[src/rtl/message_pkg.sv]
// Shared types and constants for the message sequencer. The EOL states exist
// only when MESSAGE_SEQUENCER_CRLF_EN is defined.
package message_pkg;

  localparam logic [7:0] ASCII_CR = 8'h0D;
  localparam logic [7:0] ASCII_LF = 8'h0A;
  localparam int DEPTH_DEFAULT = 8;

  typedef enum logic [2:0] {
    ST_CAPTURE = 3'd0,
    ST_READ    = 3'd1,
    ST_SEND    = 3'd2,
    ST_GAP     = 3'd3
`ifdef MESSAGE_SEQUENCER_CRLF_EN
    ,
    ST_EOL_CR  = 3'd4,
    ST_EOL_LF  = 3'd5
`endif
  } msg_state_e;

`ifdef MESSAGE_SEQUENCER_CRLF_EN
  // Records which transmission the current GAP follows.
  typedef enum logic [1:0] {
    SRC_DATA = 2'd0,
    SRC_CR   = 2'd1,
    SRC_LF   = 2'd2
  } gap_src_e;
`endif

  // Pointers need one extra bit so a full buffer (ptr == depth) is representable.
  function automatic int ptr_width(input int depth);
    return $clog2(depth) + 1;
  endfunction

endpackage

[src/rtl/message_buf.sv]
// DEPTH x 8 message buffer: one synchronous write port, one read port with a
// registered output (data valid the cycle after re).
module message_buf #(
  parameter int DEPTH = 8,
  parameter int AW    = $clog2(DEPTH)
) (
  input  logic          clk,
  input  logic          we,
  input  logic [AW-1:0] waddr,
  input  logic [7:0]    wdata,
  input  logic          re,
  input  logic [AW-1:0] raddr,
  output logic [7:0]    rdata
);

  logic [7:0] mem [DEPTH];
  logic [7:0] rdata_q;

  // No reset: contents are only reachable through pointers the sequencer resets.
  always_ff @(posedge clk) begin
    if (we) begin
      mem[waddr] <= wdata;
    end
    if (re) begin
      rdata_q <= mem[raddr];
    end
  end

  assign rdata = rdata_q;

endmodule

[src/rtl/message_sequencer.sv]
// Captures bytes until TERM or a full buffer, then transmits them in reverse order.
// Define MESSAGE_SEQUENCER_CRLF_EN to append CR,LF after every message.
module message_sequencer
  import message_pkg::*;
#(
  parameter int         DEPTH = DEPTH_DEFAULT,
  parameter logic [7:0] TERM  = 8'h0D
) (
  input  logic       clk,
  input  logic       rst,
  input  logic [7:0] rx_data,
  input  logic       new_rx_data,
  output logic [7:0] tx_data,
  output logic       new_tx_data,
  input  logic       tx_busy,
  output logic       busy,
  output logic       overflow,
  output logic [2:0] state_dbg
);

  localparam int PW = ptr_width(DEPTH);
  localparam int AW = $clog2(DEPTH);
  localparam logic [PW-1:0] PTR_ONE  = PW'(1);
  localparam logic [PW-1:0] PTR_LAST = PW'(DEPTH - 1);

  // Handshake: new_rx_data is a one-cycle valid with no back-pressure; bytes
  // arriving outside CAPTURE are dropped and flagged on overflow. new_tx_data
  // is a one-cycle valid, raised only after a cycle in which tx_busy was low.

  msg_state_e    state_q, state_d;
  logic [PW-1:0] wr_ptr_q, wr_ptr_d;
  logic [PW-1:0] rd_ptr_q, rd_ptr_d;
  logic [7:0]    tx_data_q, tx_data_d;
  logic          new_tx_q, new_tx_d;
  logic          overflow_q, overflow_d;
  logic          buf_we, buf_re;
  logic [7:0]    buf_rdata;
  logic          gap_from_data;

`ifdef MESSAGE_SEQUENCER_CRLF_EN
  gap_src_e gap_src_q, gap_src_d;
  assign gap_from_data = (gap_src_q == SRC_DATA);
`else
  assign gap_from_data = 1'b1;
`endif

  message_buf #(
    .DEPTH (DEPTH),
    .AW    (AW)
  ) u_buf (
    .clk   (clk),
    .we    (buf_we),
    .waddr (wr_ptr_q[AW-1:0]),
    .wdata (rx_data),
    .re    (buf_re),
    .raddr (rd_ptr_q[AW-1:0]),
    .rdata (buf_rdata)
  );

  always_comb begin
    state_d    = state_q;
    wr_ptr_d   = wr_ptr_q;
    rd_ptr_d   = rd_ptr_q;
    tx_data_d  = tx_data_q;
    new_tx_d   = 1'b0;
    overflow_d = 1'b0;
    buf_we     = 1'b0;
    buf_re     = 1'b0;
`ifdef MESSAGE_SEQUENCER_CRLF_EN
    gap_src_d  = gap_src_q;
`endif

    if (new_rx_data && (state_q != ST_CAPTURE)) begin
      overflow_d = 1'b1;
    end

    case (state_q)
      ST_CAPTURE: begin
        if (new_rx_data) begin
          if (rx_data == TERM) begin
            if (wr_ptr_q != '0) begin
              state_d  = ST_READ;
              rd_ptr_d = wr_ptr_q - PTR_ONE;
            end else begin
`ifdef MESSAGE_SEQUENCER_CRLF_EN
              state_d = ST_EOL_CR;
`else
              state_d = ST_CAPTURE;
`endif
            end
          end else begin
            buf_we   = 1'b1;
            wr_ptr_d = wr_ptr_q + PTR_ONE;
            // Filling the last slot starts readout without waiting for TERM.
            if (wr_ptr_q == PTR_LAST) begin
              state_d  = ST_READ;
              rd_ptr_d = wr_ptr_q;
            end
          end
        end
      end

      ST_READ: begin
        buf_re  = 1'b1;
        state_d = ST_SEND;
      end

      ST_SEND: begin
        if (!tx_busy) begin
          tx_data_d = buf_rdata;
          new_tx_d  = 1'b1;
          state_d   = ST_GAP;
`ifdef MESSAGE_SEQUENCER_CRLF_EN
          gap_src_d = SRC_DATA;
`endif
        end
      end

      ST_GAP: begin
        if (gap_from_data) begin
          if (rd_ptr_q != '0) begin
            rd_ptr_d = rd_ptr_q - PTR_ONE;
            state_d  = ST_READ;
          end else begin
`ifdef MESSAGE_SEQUENCER_CRLF_EN
            state_d  = ST_EOL_CR;
`else
            state_d  = ST_CAPTURE;
            wr_ptr_d = '0;
`endif
          end
        end
`ifdef MESSAGE_SEQUENCER_CRLF_EN
        else if (gap_src_q == SRC_CR) begin
          state_d = ST_EOL_LF;
        end else begin
          state_d  = ST_CAPTURE;
          wr_ptr_d = '0;
        end
`endif
      end

`ifdef MESSAGE_SEQUENCER_CRLF_EN
      ST_EOL_CR: begin
        if (!tx_busy) begin
          tx_data_d = ASCII_CR;
          new_tx_d  = 1'b1;
          state_d   = ST_GAP;
          gap_src_d = SRC_CR;
        end
      end

      ST_EOL_LF: begin
        if (!tx_busy) begin
          tx_data_d = ASCII_LF;
          new_tx_d  = 1'b1;
          state_d   = ST_GAP;
          gap_src_d = SRC_LF;
        end
      end
`endif

      default: begin
        state_d = ST_CAPTURE;
      end
    endcase
  end

  always_ff @(posedge clk) begin
    if (rst) begin
      state_q    <= ST_CAPTURE;
      wr_ptr_q   <= '0;
      rd_ptr_q   <= '0;
      tx_data_q  <= '0;
      new_tx_q   <= 1'b0;
      overflow_q <= 1'b0;
`ifdef MESSAGE_SEQUENCER_CRLF_EN
      gap_src_q  <= SRC_DATA;
`endif
    end else begin
      state_q    <= state_d;
      wr_ptr_q   <= wr_ptr_d;
      rd_ptr_q   <= rd_ptr_d;
      tx_data_q  <= tx_data_d;
      new_tx_q   <= new_tx_d;
      overflow_q <= overflow_d;
`ifdef MESSAGE_SEQUENCER_CRLF_EN
      gap_src_q  <= gap_src_d;
`endif
    end
  end

  assign tx_data     = tx_data_q;
  assign new_tx_data = new_tx_q;
  assign overflow    = overflow_q;
  assign busy        = (state_q != ST_CAPTURE);
  assign state_dbg   = state_q;

endmodule

[config.mk]
export PLATFORM = sky130hd
export DESIGN_NAME = message_sequencer
export DESIGN_NICKNAME = d
export VERILOG_FILES = /design/src/rtl/message_pkg.sv /design/src/rtl/message_buf.sv /design/src/rtl/message_sequencer.sv
export SDC_FILE = /design/constraint.sdc
export NUM_CORES = 1
export LEC_CHECK = 0
export CAP_MARGIN = 25
export CORE_ASPECT_RATIO = 0.75
export CORE_UTILIZATION = 32
export DETAILED_ROUTE_END_ITERATION = 10
export HOLD_SLACK_MARGIN = 0.1
export PLACE_DENSITY = 0.45
export SLEW_MARGIN = 40
export SYNTH_ARGS = -nofsm -noshare
export SYNTH_HDL_FRONTEND = slang
export SYNTH_SLANG_ARGS = --single-unit
[constraint.sdc]
create_clock -name clk -period 2.29 [get_ports clk]
set_input_delay 0.3435 -clock clk [delete_from_list [all_inputs] [get_ports clk]]
set_output_delay 0.3435 -clock clk [all_outputs]
set_load 0.02 [all_outputs]
==> results by group, run 1 <==
Critical path
  – CP Class: primary input to flop
  – Setup crit end kind: flop
  – Largest delay share family, worst path: simple AND/OR/NAND/NOR gates
  – Worst setup SP type: primary input
  – Reg2Reg Setup Slack: 0.28 ns
  – CP bufs+invs: 2
  – CP max-delay cell: or4_4
  – CP peak stage delay: 0.62 ns
  – CP required: 2.53 ns
  – Worst path cell trace: clkdlybuf4s50_1 -> or4_4 -> buf_12 -> nor2_8 -> nor2_2 -> a211o_1 -> a311oi_1
  – Critical path peak fanout: 6
  – Crit path DAT: 2.36 ns

Layout
  – N_diodes: 0
  – Post-layout util: 0.413
  – Count of nets after finishing: 332
  – Synth-to-Final Area Change: 25.2%
  – Layout cell share with drive strength beyond 1: 0.271
  – Final instance area: 4810 um2

Worst hold path
  – HP Class: flop to flop

Pwr
  – Clock share of power: 0.375
  – Pwr dens: 767 nW/um2
  – Switching power of the nets: 0.885 mW
  – Reg power frac: 0.514
  – Power Total: 3.69 mW
  – Max IR drop VDD: 0.419 mV
  – Comb power frac: 0.111
  – Sw Share: 0.240
  – Internal: 2.80 mW
  – Lkg Pwr: 1.63 nW

Job
  – Max capacitance violation total: 0

Synth
  – Ys Warns: 0
  – Mapped Avg Cell Area: 15.2 um2
  – Top cell type's share of synthesized area: 0.563
  – Yosys top cell by area: edfxtp_1
  – Post-Synthesis Cell Area: 3840 um2
  – Post-synthesis sequential area ratio: 0.667
  – Synth Register Bits: 92
  – Post-synth ARST share: 0
  – Mapped Cells: 253
  – Ys flop type: edfxtp_1
  – Syn Nets: 273
  – Number of flops mapped to enable cells by yosys: 72
  – Yosys cell types: 45
  – Top post-synthesis cells by area: edfxtp_1, dfxtp_1, mux4_2, ha_1, mux2_2

Route
  – Routed wire length: 8190 um
  – Drt pass-1 iters: 4
  – DRC: 0
  – Via density: 4.63
  – Via count: 2217
  – Wire per inst: 17.1 um
  – DRT iter0 DRCs: 113
  – Post-DRT Antenna Nets: 0

Timing
  – Crit path time final: 2.12 ns
  – Max Freq: 472 MHz
  – Tcrit/Tclk final: 0.926
  – Final Hold Violating Endpoints: 0
  – Worst rel slew slack: 0.465
  – TNS Setup: 0 ns
  – RSZ-0062 raised after global routing: no
  – Fin. max-slew vios: 0
  – Clk_skew: 0.00748 ns
  – Final setup viols: 0
  – Worst setup margin: 0.169 ns
  – Tightest Pin Transition: 0.800 ns

CTS
  – CTS H-tree lvls: 3
  – Longest Clk Path Bufs: 2
  – Post-CTS Hold Buffers: 0
  – Clock-pin slew on the worst setup and hold paths: 0.07 ns
  – CTS tree: done
  – CTS sink count: 92
  – Worst-Skew Late Latency: 0.34 ns
  – CTS root buf: clkbuf_16
  – CTS Buf Count: 9

Floorplan
  – Die ar.: 12500 um2
  – Die height: 96.9 um
  – Initial Util: 0.330
  – Die X: 129 um
  – Core Area: 11700 um2
  – Ports: 26
  – Rows: 34

Placed design
  – GP Congestion: 0.797
  – Post-DP HPWL: 5870 um
  – Placement Setup Slack: -0.199 ns
  – Placed Area: 4520 um2
  – IO Port Bufs: 24

Global route
  – Antenna violations before repair: 0
  – First-pass GRT wire length: 13000 um
  – Total track usage: 0.146
  – Vias in the first global route: 2255
  – Largest net degree at the start of global routing: 21
  – Overflow after GRT: 0

Run status
  – Outcome: finished, final reports clean
[power by group through the flow]
| stage | Clock (mW) | Combinational [mW] | Sequential [mW] |
|---|---|---|---|
| floorplan | 0 | 0.235 | 1.92 |
| global placement | 0 | 0.410 | 1.93 |
| detailed placement | 0 | 0.409 | 1.93 |
| CTS | 1.42 | 0.411 | 1.90 |
| global route | 1.48 | 0.448 | 1.90 |
| finish | 1.38 | 0.408 | 1.90 |
[state kept, by name, summed over array words and instances, names as in the netlist]
name,cells
u_buf.rdata,8
tx_data,8
overflow,1
u_buf.mem,64
wr_ptr_q,4
rd_ptr_q,4
new_tx_data,1
state_dbg,2
[metal layers]
metal / up-vias / share of wire / wire length [um] / GRT usage
met5: - / 0 / 0 / 0
met4: 0 / 0.0093 / 76 / 0.0380
met3: 8 / 0.043 / 349 / 0.0470
met2: 35 / 0.43 / 3490 / 0.207
met1: 1093 / 0.52 / 4280 / 0.214
li1: 1081 / - / - / -
[path summary, 6_finish.rpt]
kind | startpoint | end | cells past startpoint
worst max-delay path | rx_data[5] | rd_ptr_q[1] | 7
worst max register to register | wr_ptr_q[0] | rd_ptr_q[1] | 6
worst min register to register | tx_data[2] | tx_data[2] | 2
worst min-delay path | tx_data[2] | tx_data[2] | 2
[stage by stage]
step	cells	hold WS (ns)
floorplan	253	0.442
global placement	462	0.445
detailed placement	462	0.447
CTS	478	0.457
global route	479	0.485
finish	479	0.453
[cell families (layout without fill, tap and decap cells)]
| logic type | Yosys count | in the layout | synth area share |
|---|---|---|---|
| compound gates | 34 | 34 | 0.0580 |
| xor+xnor | 3 | 3 | 0.00684 |
| fa+ha+maj | 8 | 8 | 0.0261 |
| buf+inv | 21 | 85 | 0.0231 |
| flops | 92 | 92 | 0.667 |
| mux | 25 | 25 | 0.120 |
| other cells | 1 | 1 | 0.000976 |
| simple gates | 69 | 69 | 0.0981 |
[timing repair]
item                                    in CTS  in global routing
endpoints found under the setup margin       0                  2
gates resized for setup                      0                  1
setup buffers                                0                  1
[layout make-up]
cell class	instances	area (um2)
Inverter	7	26.3
Clock inverter	7	48.8
Multi-Input combinational cell	140	1190
Fill cell	1094	6850
Tap cell	162	203
Sequential cell	92	2560
Timing Repair Buffer	62	553
Clock buffer	9	225
[Yosys cell counts (2+ instances only)]
master    instances
clkbuf_1          9
nand2_1          24
nand2b_1          5
dfxtp_1          20
o21ai_1           4
buf_2             2
edfxtp_1         72
mux4_2           16
ha_1              8
nor3_1            5
nand3_1           5
o211ai_1          2
nor2_1           13
inv_1             7
and4b_1           2
a21oi_1          17
xnor2_1           3
nor3b_1           3
a311oi_1          2
buf_4             2
mux2_2            8
[worst reg2reg max path: cells and delay by family (launching register included)]
| family | cells | cell delay [ns] |
|---|---|---|
| DFF | 1 | 0.43 |
| adders and majority gates | 1 | 0.30 |
| and+or+nand+nor | 1 | 0.20 |
| AOI/OAI and AO/OA | 3 | 0.81 |
| buffers and inverters | 1 | 0.18 |
[cells in the final DEF, fill, tap and decap left out, drive strengths merged, types with 2 or more instances in the layout]
master,synthesis,routed
ha,8,8
nand2b,5,5
clkdlybuf4s50,0,23
mux4,16,16
nand2,24,24
inv,7,9
or4,2,2
and4b,2,2
nor2,15,15
clkbuf,9,9
a311oi,2,2
nor3,5,5
nor3b,3,3
nand3,5,5
mux2,8,8
edfxtp,72,72
xnor2,3,3
o211ai,3,3
buf,5,38
clkinv,0,5
o21ai,5,5
a21oi,17,17
dfxtp,20,20
(Power assumes the default switching activity.)
==> run 2, diff against run 1 <==
Settings changed: SLEW_MARGIN 40 to default.
==> results of run 2 <==
No change in the layout: final DEF, timing and power equal those of run 1.
==> run 3, diff against run 2 <==
Settings changed: PLACE_DENSITY 0.45 to 0.46.
Clock period 2.29 ns to 1.8 ns, I/O delays scaled along.
==> results by group, run 3 (synthesis results as in run 1) <==
Floorplan
  – Core Area: 11700 um2 (unchanged)
  – Initial Util: 0.330 (unchanged)
  – Ports: 26 (unchanged)
  – Die height: 96.9 um (unchanged)
  – Die ar.: 12500 um2 (unchanged)
  – Rows: 34 (unchanged)
  – Die X: 129 um (unchanged)

Global route
  – Met2 Track Usage GR: 0.217 (was 0.207)
  – Antenna violations before repair: 0 (unchanged)
  – Most used routing layer in global routing: met2 (was met1)
  – Total track usage: 0.147 (was 0.146)
  – Largest net degree at the start of global routing: 21 (unchanged)
  – Grt met1 use: 0.207 (was 0.214)
  – Vias in the first global route: 2408 (was 2255)
  – First-pass GRT wire length: 13300 um (was 13000 um)
  – Overflow after GRT: 0 (unchanged)
  – Met3 Track Usage GR: 0.0387 (was 0.0470)

Timing
  – Fin. max-slew vios: 0 (unchanged)
  – Worst setup margin: 0.0509 ns (was 0.169 ns)
  – Clk_skew: 0.00934 ns (was 0.00748 ns)
  – Final Hold Violating Endpoints: 0 (unchanged)
  – Final hold slack: 0.277 ns (was 0.453 ns)
  – Max Freq: 572 MHz
  – Crit path time final: 1.75 ns
  – Tcrit/Tclk final: 0.972
  – Final setup viols: 0 (unchanged)

CTS
  – CTS Buf Count: 9 (unchanged)
  – Post-CTS Hold Buffers: 0 (unchanged)
  – Longest Clk Path Bufs: 2 (unchanged)
  – CTS H-tree lvls: 3 (unchanged)
  – CTS root buf: clkbuf_16 (unchanged)
  – CTS sink count: 92 (unchanged)
  – Clock-pin slew on the worst setup and hold paths: 0.07 ns (about the same)
  – CTS tree: done (unchanged)
  – Worst-Skew Late Latency: 0.34 ns (about the same)

Critical path
  – CP required: 1.85 ns (was 2.53 ns)
  – Reg-to-Reg Start: state_dbg[0] (was wr_ptr_q[0])
  – Setup crit end kind: flop (unchanged)
  – Register-to-Register Path Depth: 7 (was 6)
  – CP Class: flop to flop (was primary input to flop)
  – R2r endpoint: u_buf.mem[0][7] (was rd_ptr_q[1])
  – Worst setup SP type: flop (was primary input)
  – Critical path peak fanout: 8 (was 6)
  – CP peak stage delay: 0.32 ns (was 0.62 ns)
  – Crit path DAT: 1.80 ns (was 2.36 ns)
  – Worst path cell trace: inv_2 -> ha_4 -> o211ai_2 -> or2_4 -> buf_4 -> nor3_4 -> buf_12 (was clkdlybuf4s50_1 -> or4_4 -> buf_12 -> nor2_8 -> nor2_2 -> a211o_1 -> a311oi_1)
  – CP max-delay cell: dfxtp_2 (was or4_4)
  – Largest delay share family, worst path: simple AND/OR/NAND/NOR gates (unchanged)
  – Worst setup path startpoint: state_dbg[0] (was rx_data[5])
  – CP bufs+invs: 3 (was 2)
  – Path length in cells of the critical path: 7 (unchanged)
  – Reg2Reg Setup Slack: 0.05 ns (was 0.28 ns)
  – CP Capture Point: u_buf.mem[0][7] (was rd_ptr_q[1])

Route
  – DRC: 0 (unchanged)
  – Wire per inst: 17.0 um (was 17.1 um)
  – Post-DRT Antenna Nets: 0 (unchanged)
  – Routed wire length: 8420 um (was 8190 um)
  – Drt pass-1 iters: 4 (unchanged)
  – Via density: 4.65 (was 4.63)
  – DRT iter0 DRCs: 165 (was 113)
  – Via count: 2303 (was 2217)

Layout
  – Most common cell after layout, fill and taps aside: edfxtp_1 (unchanged)
  – Count of nets after finishing: 348 (was 332)
  – Final std cells w/o fill: 495 (was 479)
  – Most frequent cells in the layout: edfxtp_1, buf_4, nand2_1, a21oi_1 (was edfxtp_1, buf_4, nand2_1, clkdlybuf4s50_1, dfxtp_1)
  – Final instance area: 5050 um2 (was 4810 um2)
  – N_diodes: 0 (unchanged)
  – Max reg flops: 64 (unchanged)
  – Layout cell share with drive strength beyond 1: 0.357 (was 0.271)
  – Synth-to-Final Area Change: 31.6% (was 25.2%)
  – Biggest register: u_buf.mem (unchanged)

Worst hold path
  – HP Class: primary input to flop (was flop to flop)

Placed design
  – Placement Setup Slack: -0.653 ns (was -0.199 ns)
  – Post-DP HPWL: 6000 um (was 5870 um)
  – IO Port Bufs: 24 (unchanged)
  – DP Cell Count: 473 (was 462)
  – GP Congestion: 0.791 (was 0.797)
  – Placed Area: 4620 um2 (was 4520 um2)

Pwr
  – Lkg Pwr: 1.77 nW (was 1.63 nW)
  – Max IR drop VDD: 0.477 mV (was 0.419 mV)
  – Power Total: 4.87 mW (was 3.69 mW)
  – Pwr dens: 963 nW/um2 (was 767 nW/um2)

Run status
  – Outcome: finished, final reports clean (unchanged)

Job
  – Max capacitance violation total: 0 (unchanged)
## run 3: cell types whose count changed in the layout (fill, tap and decap cells not counted), sizes merged
cell,previous run,this run
dlymetal6s2s,1,4
clkdlybuf4s50,23,15
buf,38,55
dlygate4sd2,0,4
inv,9,12
clkbuf,9,11
clkinv,5,0
## run 3: per-layer routing
metal,share of wire,vias up
met4,0.012,0
met2,0.44,32
met5,0,-
li1,-,1115
met3,0.031,9
met1,0.51,1147
## run 3: how the worst min path moves through the flow
stage                     startpoint  slack (ns)  depth (start not counted)         endpoint
after floorplan           rx_data[0]        0.37                          0  u_buf.mem[0][0]
after global placement    tx_data[0]        0.45                          2       tx_data[0]
after detailed placement  tx_data[0]        0.45                          2       tx_data[0]
after CTS                 rx_data[5]        0.31                          1  u_buf.mem[4][5]
after global routing      rx_data[0]        0.27                          2  u_buf.mem[3][0]
final                     rx_data[3]        0.28                          2  u_buf.mem[3][3]
## run 3: worst reg2reg max path, delay by kind of cell (launching register included)
family	cells	cell delay, ns
adder cells (fa/ha/maj)	1	0.16
buffers and inverters	3	0.39
AND/OR/NAND/NOR	2	0.48
flip-flops	1	0.32
AO/OA/AOI/OAI	1	0.11
## run 3: final cells by class
cell class / instances / area (um2)
Inverter: 7 / 26.3
Tap cell: 162 / 203
Clock inverter: 5 / 38.8
Fill cell: 1088 / 6600
Clock buffer: 11 / 254
Multi-Input combinational cell: 140 / 1280
Timing Repair Buffer: 78 / 686
Sequential cell: 92 / 2570
## run 3: through the flow
step                      TNS (ns)   util
final                            0  0.434
after global routing       -0.0265  0.434
after CTS                  -0.0252  0.426
after detailed placement    -39.53  0.397
after global placement      -37.93  0.397
after floorplan              -2.63      -
## run 3: what timing repair did
action | in CTS | in global routing
setup endpoints to repair | 72 | 51
buffers inserted | 1 | 5
pin swaps | 3 | 6
gates resized for setup | 19 | 17
## run 3: where the power goes
| part | total (mW) | internal, mW | leakage [nW] | switching [mW] |
|---|---|---|---|---|
| registers | 2.40 | 2.38 | 0.817 | 0.0235 |
| logic | 0.595 | 0.290 | 0.802 | 0.305 |
| clock network | 1.87 | 1.04 | 0.148 | 0.832 |
